File: src/rtl/out_port_fifo.sv
// Output port FIFO: captures bus words on out_in and hands them to a device via valid/ack.
// Define OUTPORT_OVERFLOW_EN to enable the sticky overflow flag on dropped writes.
module out_port_fifo #(
    parameter int DEPTH = 4,
    parameter int DW    = 32
) (
    input  logic                       Clock,
    input  logic                       clear,
    input  logic [DW-1:0]              bus_data,
    input  logic                       out_in,
    output logic [DW-1:0]              dev_data,
    output logic                       dev_valid,
    input  logic                       dev_ack,
    output logic [DW-1:0]              out_value,
    output logic [$clog2(DEPTH):0]     count,
    output logic                       full,
    output logic                       empty,
    output logic                       overflow
);
    localparam int AW = $clog2(DEPTH);
    localparam int CW = AW + 1;

    logic [DW-1:0] mem [DEPTH];
    logic [AW-1:0] rd_ptr;
    logic [AW-1:0] wr_ptr;
    logic          push;
    logic          pop;
    logic [CW-1:0] count_nxt;

    // A pop frees a slot at this edge, so a write at full can still land.
    assign pop  = dev_ack && !empty;
    assign push = out_in && (!full || pop);

    always_comb begin
        count_nxt = count;
        if (push && !pop)
            count_nxt = count + 1'b1;
        else if (pop && !push)
            count_nxt = count - 1'b1;
    end

    always_ff @(posedge Clock) begin
        if (!clear && push)
            mem[wr_ptr] <= bus_data;
    end

    always_ff @(posedge Clock) begin
        if (clear) begin
            rd_ptr    <= '0;
            wr_ptr    <= '0;
            count     <= '0;
            empty     <= 1'b1;
            full      <= 1'b0;
            out_value <= '0;
        end else begin
            if (push) begin
                wr_ptr    <= wr_ptr + 1'b1;
                out_value <= bus_data;
            end
            if (pop)
                rd_ptr <= rd_ptr + 1'b1;
            count <= count_nxt;
            empty <= (count_nxt == '0);
            full  <= (count_nxt == CW'(DEPTH));
        end
    end

`ifdef OUTPORT_OVERFLOW_EN
    always_ff @(posedge Clock) begin
        if (clear)
            overflow <= 1'b0;
        else if (out_in && full && !pop)
            overflow <= 1'b1;
    end
`else
    assign overflow = 1'b0;
`endif

    assign dev_valid = !empty;
    assign dev_data  = empty ? '0 : mem[rd_ptr];

endmodule

File: config.mk
export PLATFORM = sky130hd
export DESIGN_NAME = out_port_fifo
export DESIGN_NICKNAME = d
export VERILOG_FILES = /design/src/rtl/out_port_fifo.sv
export SDC_FILE = /design/constraint.sdc
export NUM_CORES = 1
export LEC_CHECK = 0
export CAP_MARGIN = 25
export CELL_PAD_IN_SITES_DETAIL_PLACEMENT = 2
export CELL_PAD_IN_SITES_GLOBAL_PLACEMENT = 2
export CORE_ASPECT_RATIO = 0.75
export CORE_UTILIZATION = 38
export DETAILED_ROUTE_END_ITERATION = 16
export PLACE_DENSITY_LB_ADDON = 0.05
export SLEW_MARGIN = 10
export SYNTH_ARGS = -nofsm -noshare
export SYNTH_HDL_FRONTEND = slang
export SYNTH_SLANG_ARGS = --single-unit
export TNS_END_PERCENT = 1
File: constraint.sdc
create_clock -name Clock -period 3.3 [get_ports Clock]
set_clock_uncertainty 0.05 [all_clocks]
set_input_delay 0.99 -clock Clock [delete_from_list [all_inputs] [get_ports Clock]]
set_output_delay 0.99 -clock Clock [all_outputs]
set_load 0.005 [all_outputs]
==> impl_metrics.ini, run 1 <==
[critical_path]
crit_arrival_ns = 2.18
cp_max_fo = 23
cp_slowest_cell = mux4_2
endpoint_kind = primary output
worstPathCellList = buf_12, mux4_2, and2_1, clkdlybuf4s50_1
rr_startpoint = count[1]
max_stage_delay_ns = 0.55
crit_type = register to primary output
start_kind = register
required_ns = 2.26

[placement]
port-buffer-count = 105
hpwl_mm = 10.1
dp_cells = 715
postPlaceCellArea_sq_mm = 0.00793
gp_congestion = 0.691
dp_slack_ns = 0.483

[cells_and_area]
seq_area_sq_mm = 0.00471
multi_input_area_sq_mm = 0.00168
flow.area_growth_from_synthesis_pct = 29.3
finalCoreUtilization_pct = 50.4
fillers = 1533
stdcell_area_sq_mm = 0.00848
stdcell_count = 747
layout-drive-gt1-share_pct = 17.5
fin_nets = 561
num_antenna_cells = 0

[timing]
post-route-min-period_ns = 3.22
worst_pin_slew_ns = 0.517
finalMaxSlewViolations = 0
finalSetupViolCount = 0
tns_ns = 0
rsz0062_at_grt = false
fmax_ghz = 0.311
slew-limit-headroom_pct = 65.5
hold_viol_final = 0
fin_crit_sh_pct = 97.4
fin_ws_ns = 0.0846
hold_ws_ns = 0.407

[clock_network]
numClockSinks = 171
cts_root_buffer = clkbuf_16
postCtsHoldBufs = 0
clk_path_buf_depth = 2
clock_latency_ns = 0.42
clkTransAtPathRegs_ns = 0.06
cts_tree = yes
cts_htree_levels = 4
cts_buffers = 17

[floorplanning]
core_sq_mm = 0.0168
die_y_um = 116
die_area_sq_mm = 0.0178
start_util_pct = 39.0
die_x_um = 154
num_io_pins = 107
rows = 41

[synthesis]
syn_area_per_cell_sq_um = 16.3
synth.top_cell.area_share_pct = 58.6
synth_warnings = 0
yosysTopAreaCell = edfxtp_1
synth_xor_area_share_pct = 0.802
ys_async_sr_fraction_pct = 0
synth.most_common_cell = edfxtp_1
yosysUniqueCellTypes = 28
ys_ff_latch = 171
synth-compound-area-share_pct = 3.40
yosys-top-cells-area = edfxtp_1, dfxtp_1, mux4_2
synth_edf_count = 128
synth_fa_ha_area_share_pct = 1.15
syn_nets = 444
syn-instance-count = 402
synth_area_sq_mm = 0.00656
muxShareOfSynthArea_pct = 11.6
synth-simple-area-share_pct = 8.40
synth_common_cells = edfxtp_1, nand2_1, dfxtp_1
seq_area_frac_synth_pct = 71.8
synth_top_family_by_area = multiplexers
synth_ff_type = edfxtp_1

[global_routing]
grt_pass1_wl_mm = 24.2
grt_max_degree = 40
grt_pass1_vias = 4114
groute.usage.overall_pct = 18.9
antenna_found_initial = 0
overflow = 0

[routing]
drtAntennaViolNets = 0
wire_per_inst_um = 21.3
drt_wl_total_mm = 15.9
viasPerCell = 5.03
drtIter0Drc = 180
drc = 0
first_pass_iters = 4
vias = 3754

[power]
p_leak_nw = 2.89
pwr_density_cell_mw_per_mm2 = 609
power_mw = 5.16
ir_worst_vdd_mv = 0.333

[job]
max_cap_viol_count = 0

[worst_hold_path]
hold_path.class = register to register
min_from = out_value[6]

[status]
run_status = finished clean
==> per-layer routing <==
metal  share of wire, %  routed length [um]  global-route usage [%]
met3                3.5                 552                    3.81
met4                1.2                 189                    6.40
met2                 50                7960                    32.0
met5                  0                   0                       0
met1                 45                7200                    24.7
==> cell families after synthesis <==
| kind of cell | after synthesis |
|---|---|
| flip-flops | 171 |
| AND/OR/NAND/NOR | 114 |
| AO/OA/AOI/OAI | 37 |
| multiplexers | 36 |
| buffers and inverters | 31 |
| adder cells (fa/ha/maj) | 6 |
| XOR/XNOR | 6 |
| other | 1 |
==> registers in the layout, summed over array words and instances, names as in the netlist, named ones only <==
| register | count |
|---|---|
| out_value | 32 |
| empty | 1 |
| mem | 128 |
| wr_ptr | 2 |
| full | 1 |
| count | 3 |
| rd_ptr | 2 |
==> cells in the final DEF, fill, tap and decap left out, drive strengths merged, types with 4 or more instances in the layout <==
cell	synthesis	routed
inv	8	8
and3	4	4
and2	34	34
clkdlybuf4s50	0	100
buf	16	17
dfxtp	43	43
mux4	32	32
clkbuf	7	25
dlymetal6s2s	0	4
clkinv	0	4
nor2	5	5
a21oi	33	33
ha	6	6
xnor2	4	4
nand2	67	67
edfxtp	128	128
==> worst max-delay path: cells and delay by family, from the launching register on <==
kind / cells / cell delay [ns]
buffers and inverters: 2 / 0.68
muxes: 1 / 0.55
DFF: 1 / 0.35
and+or+nand+nor: 1 / 0.18
==> report_power, final <==
group          switching, mW  internal, mW  total, mW
logic                  0.400         0.495      0.895
clock network          0.784          1.02       1.80
registers             0.0467          2.42       2.46
==> worst paths after layout <==
path	to	cells after the start	slack, ns
worst max-delay path	dev_data[28]	4	0.08
worst min-delay path	out_value[6]	2	0.41
worst min register to register	out_value[6]	2	0.41
worst max register to register	empty	5	1.63
==> final cells by class <==
class	count	share of cell area [%]
inverters	8	0.354
repair buffers	121	14.9
clock buffers	25	5.73
flip-flops and latches	171	55.5
clock inverters	7	0.502
well taps	215	3.17
multi-input cells	200	19.8
==> timing repair <==
action	in CTS	in global routing
buffers inserted	0	0
setup endpoints to repair	0	6
resized for setup	0	6
hold endpoints to repair	0	0
Power figures use the tool's default switching activity.
==> inputs of run 2 (changes only) <==
- SKIP_LAST_GASP: unset -> 1
==> run 2 against run 1 <==
Net effect: cell area decreased by 0.18%; worst setup slack lost 0.0061 ns; sequential power about the same; register-to-register slack about the same; global-route usage did not move; hold slack about the same; die area stayed put; sequential share of layout area rose by 0.099 points.
==> impl_metrics.ini, run 2 (same netlist as run 1, synthesis figures left out) <==
[status]
run_status = finished clean

[timing]
worst_pin_slew_ns = 0.517
hold_ws_ns = 0.407
slew-limit-headroom_pct = 65.5
fin_crit_sh_pct = 97.6
post-route-min-period_ns = 3.22
tns_ns = 0
hold_viol_final = 0
finalMaxSlewViolations = 0
rsz0062_at_grt = true
finalSetupViolCount = 0
fin_ws_ns = 0.0785
fmax_ghz = 0.310

[floorplanning]
die_area_sq_mm = 0.0178
core_sq_mm = 0.0168
rows = 41
die_x_um = 154
num_io_pins = 107
start_util_pct = 39.0
die_y_um = 116

[placement]
port-buffer-count = 105
dp_cells = 715
dp_slack_ns = 0.483
gp_congestion = 0.691
postPlaceCellArea_sq_mm = 0.00793
hpwl_mm = 10.1

[critical_path]
endpoint_kind = primary output
crit_arrival_ns = 2.18
cp_max_fo = 23
required_ns = 2.26
crit_type = register to primary output
start_kind = register

[cells_and_area]
final_common_cell = edfxtp_1
stdcell_count = 747
layout-drive-gt1-share_pct = 17.1
stdcell_area_sq_mm = 0.00846
num_antenna_cells = 0
top_regs = mem (128), out_value (32), count (3)
largest_reg_flops = 128
flow.area_growth_from_synthesis_pct = 29.0
fin_nets = 561
top_register = mem
layout_common_cells = edfxtp_1, clkdlybuf4s50_1, nand2_1
finalCoreUtilization_pct = 50.3

[global_routing]
antenna_found_initial = 0
groute.usage.overall_pct = 18.9
overflow = 0
grt_pass1_wl_mm = 24.2
grt_pass1_vias = 4114
grt_max_degree = 40

[job]
max_cap_viol_count = 0

[clock_network]
postCtsHoldBufs = 0
postCtsSetupBuffers = 0
cts_root_buffer = clkbuf_16
clk_path_buf_depth = 2
clock_latency_ns = 0.42
clkTransAtPathRegs_ns = 0.06
cts_htree_levels = 4
cts_tree = yes
cts_buffers = 17
cts_resized = 0
numClockSinks = 171

[routing]
vias = 3747
drtIter0Drc = 181
viasPerCell = 5.02
first_pass_iters = 4
drc = 0
wire_per_inst_um = 21.2
drt_wl_total_mm = 15.9
drtAntennaViolNets = 0

[power]
pwr_density_cell_mw_per_mm2 = 610
p_leak_nw = 2.83
power_mw = 5.16
ir_worst_vdd_mv = 0.333

[worst_hold_path]
hold_path.class = register to register
## run 2: changes by cell type in the layout (fill, tap and decap cells not counted), sizes merged
cell | before | now
clkdlybuf4s50 | 100 | 104
dlymetal6s2s | 4 | 0
## run 2: layout make-up
type,instances,area (sq um)
sequential,171,4710
clock inverter,7,42.5
fill,1533,8370
inverter,8,30.0
tap,215,269
clock buffer,25,485
multi-input combinational,200,1670
timing repair buffer,121,1250
## run 2: worst paths after layout
kind / cells after the start / startpoint / to / slack [ns]
max reg2reg: 5 / count[1] / empty / 1.63
min: 2 / out_value[6] / out_value[6] / 0.41
min reg2reg: 2 / out_value[6] / out_value[6] / 0.41
max: 4 / register / dev_data[30] / 0.08
## run 2: power by group
group	switching (mW)	internal (mW)
Clock	0.784	1.02
Combinational	0.399	0.494
Sequential	0.0467	2.42
## run 2: worst max-delay path, stage by stage, from the launching register on
cell and delay [ns]:
dfxtp_2 0.35, buf_12 0.23, mux4_2 0.52, and2_1 0.20, clkdlybuf4s50_1 0.45
## run 2: per-layer routing
layer	global-route usage (%)	wire length, um	share of wire [%]
met5	0	0	0
met4	6.40	168	1.1
met3	3.81	469	3.0
met2	32.0	7990	50
met1	24.7	7240	46
==> inputs of run 3 (changes only) <==
- ABC_CLOCK_PERIOD_IN_PS: unset -> 3300
- CAP_MARGIN: 25 -> unset
- CORE_MARGIN: unset -> 1.5
==> run 3 against run 2 <==
Net effect: count of clock-buffer cells in the layout decreased by 6; hold slack better by 0.00065 ns; critical path depth unchanged; sequential cell count stayed put; wire length increased by 9.8%; cell count is 0.27% higher; die area is 1.5% higher; fmax is 0.27% higher; via count grew 3.1%; sequential share of layout area is 0.89 points lower; global-route usage is 1.8 points higher; cell area is 1.7% higher; largest cell class unchanged; largest power group unchanged; highest routed layer unchanged.
==> impl_metrics.ini, run 3 (same netlist as run 1, synthesis figures left out) <==
[routing]
vias = 3863
drt_wl_total_mm = 17.4
viasPerCell = 5.16
drc = 0
wire_per_inst_um = 23.3
first_pass_iters = 4
drtAntennaViolNets = 0
drtIter0Drc = 192

[cells_and_area]
layout_common_cells = edfxtp_1, clkdlybuf4s50_1, nand2_1
flow.area_growth_from_synthesis_pct = 31.2
largest_reg_flops = 128
layout-drive-gt1-share_pct = 18.4
fin_nets = 563
top_regs = mem (128), out_value (32), count (3)
fillers = 1538
num_antenna_cells = 0
final_common_cell = edfxtp_1
top_register = mem

[power]
pwr-share-seq_pct = 44.3
internal_power_mw = 4.24
pwr_density_cell_mw_per_mm2 = 648
power.switching_mw = 1.34
ir_worst_vdd_mv = 0.375
pwr-share-comb_pct = 16.6
power_mw = 5.57
clockPowerShare_pct = 39.1
swShare_pct = 24.0
p_leak_nw = 2.90

[worst_hold_path]
hold_path.class = register to register

[timing]
fin_ws_ns = 0.0871
fmax_ghz = 0.311
slew-limit-headroom_pct = 64.5
tns_ns = 0
finalMaxSlewViolations = 0
post-route-min-period_ns = 3.21
fin_crit_sh_pct = 97.4
rsz0062_at_grt = true
worst_pin_slew_ns = 0.533
hold_viol_final = 0
finalSetupViolCount = 0

[floorplanning]
die_y_um = 117
rows = 41
num_io_pins = 107
die_x_um = 155
core_sq_mm = 0.0168
start_util_pct = 39.0
die_area_sq_mm = 0.0181

[clock_network]
postCtsHoldBufs = 0
cts_tree = yes
cts_buffers = 17
clkTransAtPathRegs_ns = 0.06
clock_latency_ns = 0.43
clk_path_buf_depth = 2
cts_htree_levels = 4
numClockSinks = 171
cts_root_buffer = clkbuf_16

[status]
run_status = finished clean

[placement]
port-buffer-count = 105
dp_slack_ns = 0.480
gp_congestion = 0.701
hpwl_mm = 10.9

[critical_path]
crit_arrival_ns = 2.17
endpoint_kind = primary output
crit_type = register to primary output
start_kind = register
required_ns = 2.26
cp_max_fo = 11

[global_routing]
groute.usage.overall_pct = 20.7
grt_pass1_vias = 4360
grt_max_degree = 40
antenna_found_initial = 0
grt_pass1_wl_mm = 26.7
overflow = 0

[job]
max_cap_viol_count = 0
==> run 3: power by group through the flow <==
stage	sequential (mW)	combinational [mW]	clock, mW
2_1_floorplan	2.50	0.445	0
3_3_place_gp	2.50	0.890	0
3_5_place_dp	2.51	0.921	0
4_1_cts	2.47	0.932	2.23
5_1_grt	2.48	1.00	2.30
6_report	2.47	0.926	2.18
==> run 3: metrics by stage <==
step / area [sq um] / hold WS [ns] / instances / utilization (%)
finish: 8600 / 0.407 / 749 / 51.1
global route: 8600 / 0.430 / 749 / 51.1
global placement: 7930 / 0.392 / 716 / 47.1
floorplan: 6560 / 0.403 / 402 / -
detailed placement: 7930 / 0.401 / 716 / 47.1
CTS: 8570 / 0.410 / 748 / 50.9
==> run 3: per-layer routing <==
metal / track usage, % / routed length [um] / up-vias / share of wire (%)
met5: 0 / 0 / - / 0
met4: 5.32 / 168 / 0 / 0.96
met3: 4.75 / 574 / 16 / 3.3
met2: 36.5 / 8900 / 85 / 51
met1: 26.2 / 7770 / 2045 / 45
li1: - / - / 1717 / -
==> run 3: worst max-delay path, cell delays in order, from the launching register on <==
cell and delay, ns:
dfxtp_4 0.40, clkbuf_16 0.21, mux4_2 0.50, and2_1 0.19, clkdlybuf4s50_1 0.45
==> run 3: final cells by class <==
type / instances / area (sq um) / area share (%)
flip-flops and latches: 171 / 4710 / 54.7
clock inverters: 13 / 188 / 2.18
clock buffers: 19 / 453 / 5.26
well taps: 215 / 269 / 3.13
inverters: 8 / 30.0 / 0.349
repair buffers: 123 / 1280 / 14.9
multi-input cells: 200 / 1670 / 19.4
==> run 3: final timing paths <==
kind                  from       endpoint  slack (ns)  depth (start not counted)
min          out_value[25]  out_value[25]        0.41                          2
min reg2reg  out_value[25]  out_value[25]        0.41                          2
max               register   dev_data[18]        0.09                          4
max reg2reg          empty     mem[2][25]        1.64                          4
==> run 3: what timing repair did <==
| item | CTS | global route |
|---|---|---|
| buffers inserted | 0 | 0 |
| pin swaps | 0 | 0 |
| resized for setup | 1 | 2 |
| gates cloned | 0 | 1 |
| endpoints found under the setup margin | 1 | 17 |
